`src/rtl/vz_image_loader.sv`:
```
// VZ image loader: validates the VZ header arriving on the ioctl download port and
// streams the payload into main RAM through a small req/ack write FIFO.
module vz_image_loader #(
    parameter int          ADDR_W     = 16,
    parameter int          HDR_LEN    = 24,
    parameter logic [7:0]  IDX_VZ     = 8'd1,
    parameter logic [31:0] MAGIC      = 32'h565A4630,
    parameter int          TYPE_OFS   = 21,
    parameter int          START_OFS  = 22,
    parameter int          FIFO_DEPTH = 4
) (
    input  logic              clk_sys,
    input  logic              reset,
    input  logic              dn_download,
    input  logic [7:0]        dn_index,
    input  logic              dn_wr,
    input  logic [ADDR_W-1:0] dn_addr,
    input  logic [7:0]        dn_data,
    output logic              dn_wait,
    output logic              mem_req,
    output logic [ADDR_W-1:0] mem_addr,
    output logic [7:0]        mem_dout,
    input  logic              mem_ack,
    output logic              busy,
    output logic              load_done,
    output logic              load_err,
    output logic [7:0]        load_type,
    output logic [ADDR_W-1:0] start_addr,
    output logic [ADDR_W-1:0] end_addr
);
    localparam int PTR_W = $clog2(FIFO_DEPTH);
    localparam int CNT_W = PTR_W + 1;

    typedef enum logic [2:0] {S_IDLE, S_HEADER, S_PAYLOAD, S_DRAIN, S_ERROR} state_t;

    state_t            state_q, state_d;
    logic              dl_prev_q, dl_prev_d;
    logic              pend_q, pend_d;
    logic [ADDR_W-1:0] exp_q, exp_d;
    logic              busy_q, busy_d, done_q, done_d, err_q, err_d;
    logic [7:0]        type_q, type_d;
    logic [ADDR_W-1:0] start_q, start_d, end_q, end_d;
    logic [PTR_W-1:0]  wr_ptr_q, wr_ptr_d, rd_ptr_q, rd_ptr_d;
    logic [CNT_W-1:0]  cnt_q, cnt_d;
    logic [ADDR_W-1:0] fifo_addr_q [FIFO_DEPTH];
    logic [7:0]        fifo_data_q [FIFO_DEPTH];

    logic              wr_ok, dl_rise, dl_fall, fifo_empty, fifo_full, push, pop;
    logic [ADDR_W:0]   tgt;
    logic [7:0]        magic_byte;
    logic [15:0]       start16;

    always_comb begin
        wr_ok      = dn_wr && (dn_index == IDX_VZ);
        dl_prev_d  = dn_download;
        dl_rise    = dn_download && !dl_prev_q;
        dl_fall    = !dn_download && dl_prev_q;
        fifo_empty = (cnt_q == '0);
        fifo_full  = (cnt_q == CNT_W'(FIFO_DEPTH));
        pop        = !fifo_empty && mem_ack;
        // Extra top bit flags a payload byte that would land past the end of RAM.
        tgt        = {1'b0, start_q} + {1'b0, exp_q - ADDR_W'(HDR_LEN)};
        start16    = 16'(start_q);
        case (exp_q[1:0])
            2'd0:    magic_byte = MAGIC[31:24];
            2'd1:    magic_byte = MAGIC[23:16];
            2'd2:    magic_byte = MAGIC[15:8];
            default: magic_byte = MAGIC[7:0];
        endcase

        state_d = state_q;
        pend_d  = pend_q;
        exp_d   = exp_q;
        busy_d  = busy_q;
        done_d  = 1'b0;
        err_d   = err_q;
        type_d  = type_q;
        start_d = start_q;
        end_d   = end_q;
        push    = 1'b0;

        // A new download that shows up mid-load is remembered until we are idle again.
        if (!dn_download) pend_d = 1'b0;
        else if (dl_rise && dn_index == IDX_VZ && state_q != S_IDLE) pend_d = 1'b1;

        case (state_q)
            S_IDLE: begin
                if (dn_download && dn_index == IDX_VZ && (dl_rise || pend_q)) begin
                    state_d = S_HEADER;
                    busy_d  = 1'b1;
                    err_d   = 1'b0;
                    exp_d   = '0;
                    pend_d  = 1'b0;
                end
            end
            S_HEADER: begin
                if (wr_ok) begin
                    if (dn_addr != exp_q || (exp_q < ADDR_W'(4) && dn_data != magic_byte)) begin
                        state_d = S_ERROR;
                    end else begin
                        exp_d = exp_q + ADDR_W'(1);
                        if (exp_q == ADDR_W'(TYPE_OFS)) type_d = dn_data;
                        if (exp_q == ADDR_W'(START_OFS)) start_d = ADDR_W'({start16[15:8], dn_data});
                        if (exp_q == ADDR_W'(START_OFS + 1)) start_d = ADDR_W'({dn_data, start16[7:0]});
                        if (exp_q == ADDR_W'(HDR_LEN - 1)) begin
                            state_d = S_PAYLOAD;
                            end_d   = start_d;
                        end
                    end
                end
                if (dl_fall) state_d = (state_d == S_PAYLOAD) ? S_DRAIN : S_ERROR;
            end
            S_PAYLOAD: begin
                if (wr_ok) begin
                    if (dn_addr != exp_q || fifo_full || tgt[ADDR_W]) begin
                        state_d = S_ERROR;
                    end else begin
                        push  = 1'b1;
                        exp_d = exp_q + ADDR_W'(1);
                        end_d = end_q + ADDR_W'(1);
                    end
                end
                if (dl_fall && state_d == S_PAYLOAD) state_d = S_DRAIN;
            end
            S_DRAIN: begin
                if (fifo_empty) begin
                    state_d = S_IDLE;
                    busy_d  = 1'b0;
                    done_d  = 1'b1;
                end
            end
            default: begin
                if (!dn_download && fifo_empty) begin
                    state_d = S_IDLE;
                    busy_d  = 1'b0;
                end
            end
        endcase
        if (state_d == S_ERROR) err_d = 1'b1;

        wr_ptr_d = wr_ptr_q + PTR_W'(push);
        rd_ptr_d = rd_ptr_q + PTR_W'(pop);
        cnt_d    = cnt_q + CNT_W'(push) - CNT_W'(pop);
    end

    always_ff @(posedge clk_sys) begin
        if (reset) begin
            state_q   <= S_IDLE;
            dl_prev_q <= 1'b0;
            pend_q    <= 1'b0;
            exp_q     <= '0;
            busy_q    <= 1'b0;
            done_q    <= 1'b0;
            err_q     <= 1'b0;
            type_q    <= '0;
            start_q   <= '0;
            end_q     <= '0;
            wr_ptr_q  <= '0;
            rd_ptr_q  <= '0;
            cnt_q     <= '0;
        end else begin
            state_q   <= state_d;
            dl_prev_q <= dl_prev_d;
            pend_q    <= pend_d;
            exp_q     <= exp_d;
            busy_q    <= busy_d;
            done_q    <= done_d;
            err_q     <= err_d;
            type_q    <= type_d;
            start_q   <= start_d;
            end_q     <= end_d;
            wr_ptr_q  <= wr_ptr_d;
            rd_ptr_q  <= rd_ptr_d;
            cnt_q     <= cnt_d;
        end
    end

    always_ff @(posedge clk_sys) begin
        if (push) begin
            fifo_addr_q[wr_ptr_q] <= tgt[ADDR_W-1:0];
            fifo_data_q[wr_ptr_q] <= dn_data;
        end
    end

    assign dn_wait    = fifo_full || (state_q == S_DRAIN) || (state_q == S_ERROR && !fifo_empty);
    assign mem_req    = !fifo_empty;
    assign mem_addr   = fifo_empty ? '0 : fifo_addr_q[rd_ptr_q];
    assign mem_dout   = fifo_empty ? '0 : fifo_data_q[rd_ptr_q];
    assign busy       = busy_q;
    assign load_done  = done_q;
    assign load_err   = err_q;
    assign load_type  = type_q;
    assign start_addr = start_q;
    assign end_addr   = end_q;
endmodule

```
`config.mk`:
```
export PLATFORM = sky130hd
export DESIGN_NAME = vz_image_loader
export DESIGN_NICKNAME = d
export VERILOG_FILES = /design/src/rtl/vz_image_loader.sv
export SDC_FILE = /design/constraint.sdc
export NUM_CORES = 1
export LEC_CHECK = 0
export CAP_MARGIN = 20
export CORE_MARGIN = 1
export CORE_UTILIZATION = 45
export CTS_CLUSTER_SIZE = 24
export DETAILED_ROUTE_END_ITERATION = 6
export PLACE_DENSITY = 0.74
export SETUP_SLACK_MARGIN = 0.3
export SYNTH_ARGS = -nofsm -noshare
export SYNTH_HDL_FRONTEND = slang
export SYNTH_SLANG_ARGS = --single-unit
```
`constraint.sdc`:
```
create_clock -name clk_sys -period 8.5 [get_ports clk_sys]
set_input_delay 1.7 -clock clk_sys [delete_from_list [all_inputs] [get_ports clk_sys]]
set_output_delay 1.7 -clock clk_sys [all_outputs]
set_load 0.02 [all_outputs]
```
# Word-level counts from Yosys, hierarchy flattened

Memory sizes are Yosys's and may differ from the RTL's. A register that Yosys moved wholly into a read port is not among the register bits.
Cells that the tools add are included.

Bits in registers: 71
RAM bits: 96
Output and inout port bits: 69
Word-level logic and storage cells: 138
Memories kept: 2

Memory list:

| name        | words | width | rd ports | clocked after memory_dff | write ports | line | text |
|---|---|---|---|---|---|---|---|
| fifo_addr_q | 4     | 16    | 1        | 1                        | 1           | 45   | `logic [ADDR_W-1:0] fifo_addr_q [FIFO_DEPTH];` |
| fifo_data_q | 4     | 8     | 1        | 1                        | 1           | 46   | `logic [7:0] fifo_data_q [FIFO_DEPTH];` |

Add/subtract/negate cells: 8
Magnitude comparators: 1
Equality and inequality tests: 23
Muxes and demuxes: 50
Bitwise gates (word level): 3
Reduce and logical (&&, ||, !) cells: 38

Operator list:

| cell                  | count |
|---|---|
| $mux 16               | 12 |
| $eq 16x5->1 const B   | 3 |
| $pmux 16 s3           | 1 |
| $mux 3                | 13 |
| $add 16x1->16 const B | 2 |
| $pmux 16 s2           | 1 |
| $pmux 7 s3            | 1 |
| $add 16x16->17        | 1 |
| $lt 16x3->1 const B   | 1 |
| $mux 1                | 16 |
| $mux 8                | 2 |
| $ne 16x16->1          | 1 |
| $sub 16x5->16 const B | 1 |
| $ne 2x2->1 const B    | 7 |
| $eq 3x2->1 const B    | 4 |
| $logic_and 1x1->1     | 12 |
| $pmux 3 s4            | 1 |
| $reduce_and 6->1      | 2 |
| $eq 3x3->1 const B    | 3 |
| $reduce_bool 3->1     | 3 |
| $eq 8x1->1 const B    | 1 |
| $ne 8x8->1            | 1 |
| $reduce_and 4->1      | 2 |
| $logic_not 3->1       | 2 |
| other kinds (16)      | 30 |

# Logic depth before layout (Yosys ltp)

Depth after elaboration: 15
Mapped depth: 21

# Least setup slack after synthesis

No wires, ideal clock.

Path kind: input port to flip-flop
Start: in dn_index[1]
End: mem fifo_addr_q[1][0] (enable)
Setup time: 0.440 ns
Data arrival time: 5.213 ns
Path slack: 2.847 ns
Cell stages on the path: 8
Cell sequence: nor4b_1 and3_1 clkbuf_1 nand2_1 or3_1 nor3_2 inv_1 nor3b_1

Longest elaborated chain between the ends: 6

RTL lines:

| what                         | line | text |
|---|---|---|
| start, declared              | 15   | `input logic [7:0] dn_index,` |
| $eq 8x1->1                   | 54   | `wr_ok = dn_wr && (dn_index == IDX_VZ);` |
| $logic_and 1x1->1            | 54   |  |
| $mux 1                       | 114  | `if (wr_ok) begin` |
| $mux 1                       | 86   | `case (state_q)` |
| $mux 1                       | 179  | `if (push) begin` |
| $mux 1 (implied by the code) | 180  | `fifo_addr_q[wr_ptr_q] <= tgt[ADDR_W-1:0];` |
| end, declared                | 45   |  |

Every way passes these cells.

# Final worst setup path

Start: reg exp_q[5]
End: reg cnt_q[2]

Longest elaborated chain between the ends: 8
Elaborated cells on any way between the ends: 10
Classes of those cells: add/sub (4); eq/ne (1); mux (3); reduce/logical (2)

RTL lines:

| what                                               | line    | text |
|---|---|---|
| start, declared                                    | 39      | `logic [ADDR_W-1:0] exp_q, exp_d;` |
| start signal, assigned                             | 165     | `exp_q <= exp_d;` |
| $sub 16x5->16 or $ne 16x16->1 (tied branches)      | 62, 115 |  |
| $add 16x16->17 or $logic_or 1x1->1 (tied branches) | 62, 115 |  |
| $logic_or 1x1->1 (*)                               | 115     | `if (dn_addr != exp_q \|\| fifo_full \|\| tgt[ADDR_W]) begin` |
| $mux 1 (*)                                         | 115     |  |
| $mux 1 (*)                                         | 114     |  |
| $mux 1 (*)                                         | 86      |  |
| $add 3x1->3 (*)                                    | 143     | `cnt_d = cnt_q + CNT_W'(push) - CNT_W'(pop);` |
| $sub 3x1->3 (*)                                    | 143     |  |
| end signal, assigned                               | 174     | `cnt_q <= cnt_d;` |
| end, declared                                      | 44      | `logic [CNT_W-1:0] cnt_q, cnt_d;` |

Every way passes the cells marked *; elsewhere a longest branch is shown, timed or not.
A chain may end at the register's enable or synchronous reset.

==> out/results.txt <==
status: complete, no violations
critical path type: flop to flop
H-tree depth: 4
worst vdd ir: 113.0 uV
die height: 143.6 um
Core Util, Final: 0.5546
Slew Limit Fails: 0
clock buffer count from CTS: 17
nets@finish: 995
worst path required time: 8790 ps
Fin. Hold Viols: 0
skew final: 11.71 ps
clk sink count: 167
Max-Cap Viols: 0
Post-Syn Area per Cell: 10.71 um2
CTS tree: built
Residual DRC: 0
commonest cells after routing, fill and taps aside: clkdlybuf4s50_1 (104), edfxtp_1 (96), nand2_1 (82)
Seq cells post-synth: 167
grt total ovfl: 0
CTS root buf: clkbuf_16
CP Max Fanout: 10
post-CTS setup buffers: 0
Resize count post-CTS: 0
row count: 51
total chip power: 1.665 mW
routed vias: 6989
Starting Density: 0.4609
unrepaired setup endpoints after global routing: no
first-pass iteration count of the detailed router: 5
Critical Path AT: 5460 ps
port buffer count: 105
routed wire length: 22.70 mm
post-route worst setup slack: 3323 ps
first-pass GRT wire length: 35.33 mm
Core Region: 19590 um2
reg-to-reg slack, setup: 3320 ps
EDFF count, synth: 96
ant diodes: 0
yosys warns: 0
commonest non-fill, non-tap cell in the layout: clkdlybuf4s50_1
crit-path leading delay family: simple AND/OR/NAND/NOR gates
chip width: 143.6 um
final setup vio count: 0
Place WS: 2960 ps
Iter 0 DRT Violations: 523
ys async rst share: 0
Routed Antenna Nets: 0
die area: 20630 um2
Final TNS setup: 0 ps
Worst path slowest cell: or4_4
crit path buf inv count: 3
fin crit period: 5177 ps
Synth Net Count: 910
crit-path cells: or4_4, or2_1, nor2_1, xor2_1, ha_1, a21o_1, a21o_1, a221o_1, or3_1, nor3_2, inv_1, ha_1, inv_1, ha_1, inv_1, fa_1, xor2_1, xnor2_1, nor2_1
largest net degree at the start of global routing: 71
Setup crit start kind: flop
Power Dens Cells: 153.2 nW/um2
average wire per cell in the routed design: 18.82 um
initial antenna violation count: 0
drt via density: 5.795
GPL Wtd Cong: 0.9040
Seq/Total Area, Yosys: 0.4767
vias in the first global route: 6649
Rel. slew slack: 0.2889
post-DP HPWL: 15.72 mm
Setup crit end kind: flop
Hold Path Class: flop to flop
Post-CTS Hold Buffers: 0
synthesized area: 9029 um2
CP max stage delay: 630 ps
Mapped Cells: 843
Peak Freq: 0.1931 GHz
synthesis-to-finish area growth: 20.34%
Leakage: 3.615 nW
synth unique cells: 76
clk slew on worst S/H paths: 70 ps
latest clock arrival within the worst-skew pair: 440 ps
I/O Pins: 106
ys flop type: edfxtp_1
Slew @ Worst Pin: 1059 ps
CTS Buffer Depth: 2
Final period util: 0.6091
share of cells above drive strength 1: 0.1031
Total GRT Usage: 0.2294
==> per-stage QoR <==
stage / hold WS (ps) / cells / cell area [um2]
global placement: 466.1 / 1174 / 10270
floorplan: 469.5 / 843 / 9029
CTS: 500.0 / 1206 / 10870
global route: 510.6 / 1206 / 10870
detailed placement: 474.6 / 1174 / 10270
finish: 498.8 / 1206 / 10870
==> report_power, final <==
group | switching (mW) | total, mW | internal, mW
registers | 0.000256 | 0.848 | 0.848
clock network | 0.335 | 0.774 | 0.440
logic | 0.0228 | 0.0423 | 0.0195
==> worst paths after layout <==
check | from | endpoint | depth (start not counted)
setup / recovery | exp_q[5] | cnt_q[2] | 19
hold / removal | load_type[3] | load_type[3] | 2
setup reg to reg | exp_q[5] | cnt_q[2] | 19
hold reg to reg | load_type[3] | load_type[3] | 2
==> flip-flops by register name (all words and copies together), names as in the netlist, 2 cells and up <==
| name | count |
|---|---|
| fifo_addr_q | 64 |
| fifo_data_q | 32 |
| end_addr | 16 |
| exp_q | 16 |
| start_addr | 16 |
| load_type | 8 |
| cnt_q | 3 |
| state_q | 3 |
| rd_ptr_q | 2 |
| wr_ptr_q | 2 |
==> cell type report <==
cell class | count | area, um2
clock buffer | 17 | 425.4
clock inverter | 15 | 167.7
fill | 1685 | 8725
inverter | 22 | 82.58
multi-input combinational | 602 | 4410
sequential | 167 | 4304
tap | 265 | 331.6
timing repair buffer | 118 | 1144
==> worst register-to-register path: cells and delay by family, from the launching register on <==
kind | cells | cell delay (ps)
compound gates | 3 | 650
xor+xnor | 3 | 510
fa+ha+maj | 4 | 1100
buf+inv | 3 | 310
flops | 1 | 440
simple gates | 6 | 2030
==> routing by layer <==
metal,up-vias,track usage,share of wire
met4,0,0.09462,0.027
met5,-,0,0
li1,3299,-,-
met3,44,0.05432,0.059
met2,260,0.3799,0.48
met1,3386,0.2877,0.43
==> cells in the mapped netlist (all sizes together) (4+ instances only) <==
cell type | count | area share
and3 | 11 | 0.0076
o21a | 5 | 0.0042
or4 | 5 | 0.0046
a21oi | 52 | 0.029
or2 | 5 | 0.0035
nor2 | 60 | 0.026
o311ai | 4 | 0.0039
ha | 28 | 0.039
mux2i | 31 | 0.034
inv | 22 | 0.0091
o22ai | 4 | 0.0028
nand4 | 6 | 0.0049
nand3 | 26 | 0.015
xnor2 | 12 | 0.012
nor2b | 8 | 0.0055
buf | 24 | 0.017
nand2 | 82 | 0.034
o31ai | 4 | 0.0033
mux4 | 24 | 0.060
a211oi | 15 | 0.015
a2111o | 8 | 0.010
and2 | 35 | 0.024
a32oi | 4 | 0.0039
mux2 | 4 | 0.0050
xor2 | 31 | 0.030
nor4 | 18 | 0.016
nor3b | 8 | 0.0067
nor3 | 20 | 0.012
nand2b | 6 | 0.0042
a21o | 6 | 0.0050
o21ai | 31 | 0.017
edfxtp | 96 | 0.32
o211ai | 5 | 0.0047
clkbuf | 28 | 0.012
or3 | 11 | 0.0082
dfxtp | 71 | 0.16
==> logic make-up after synthesis <==
group,synth area share
buf+inv,0.03755
fa+ha+maj,0.04324
compound gates,0.1225
simple gates,0.1790
flops,0.4767
xor+xnor,0.04171
mux,0.09922
No activity file was read; power rests on OpenSTA's default activity.
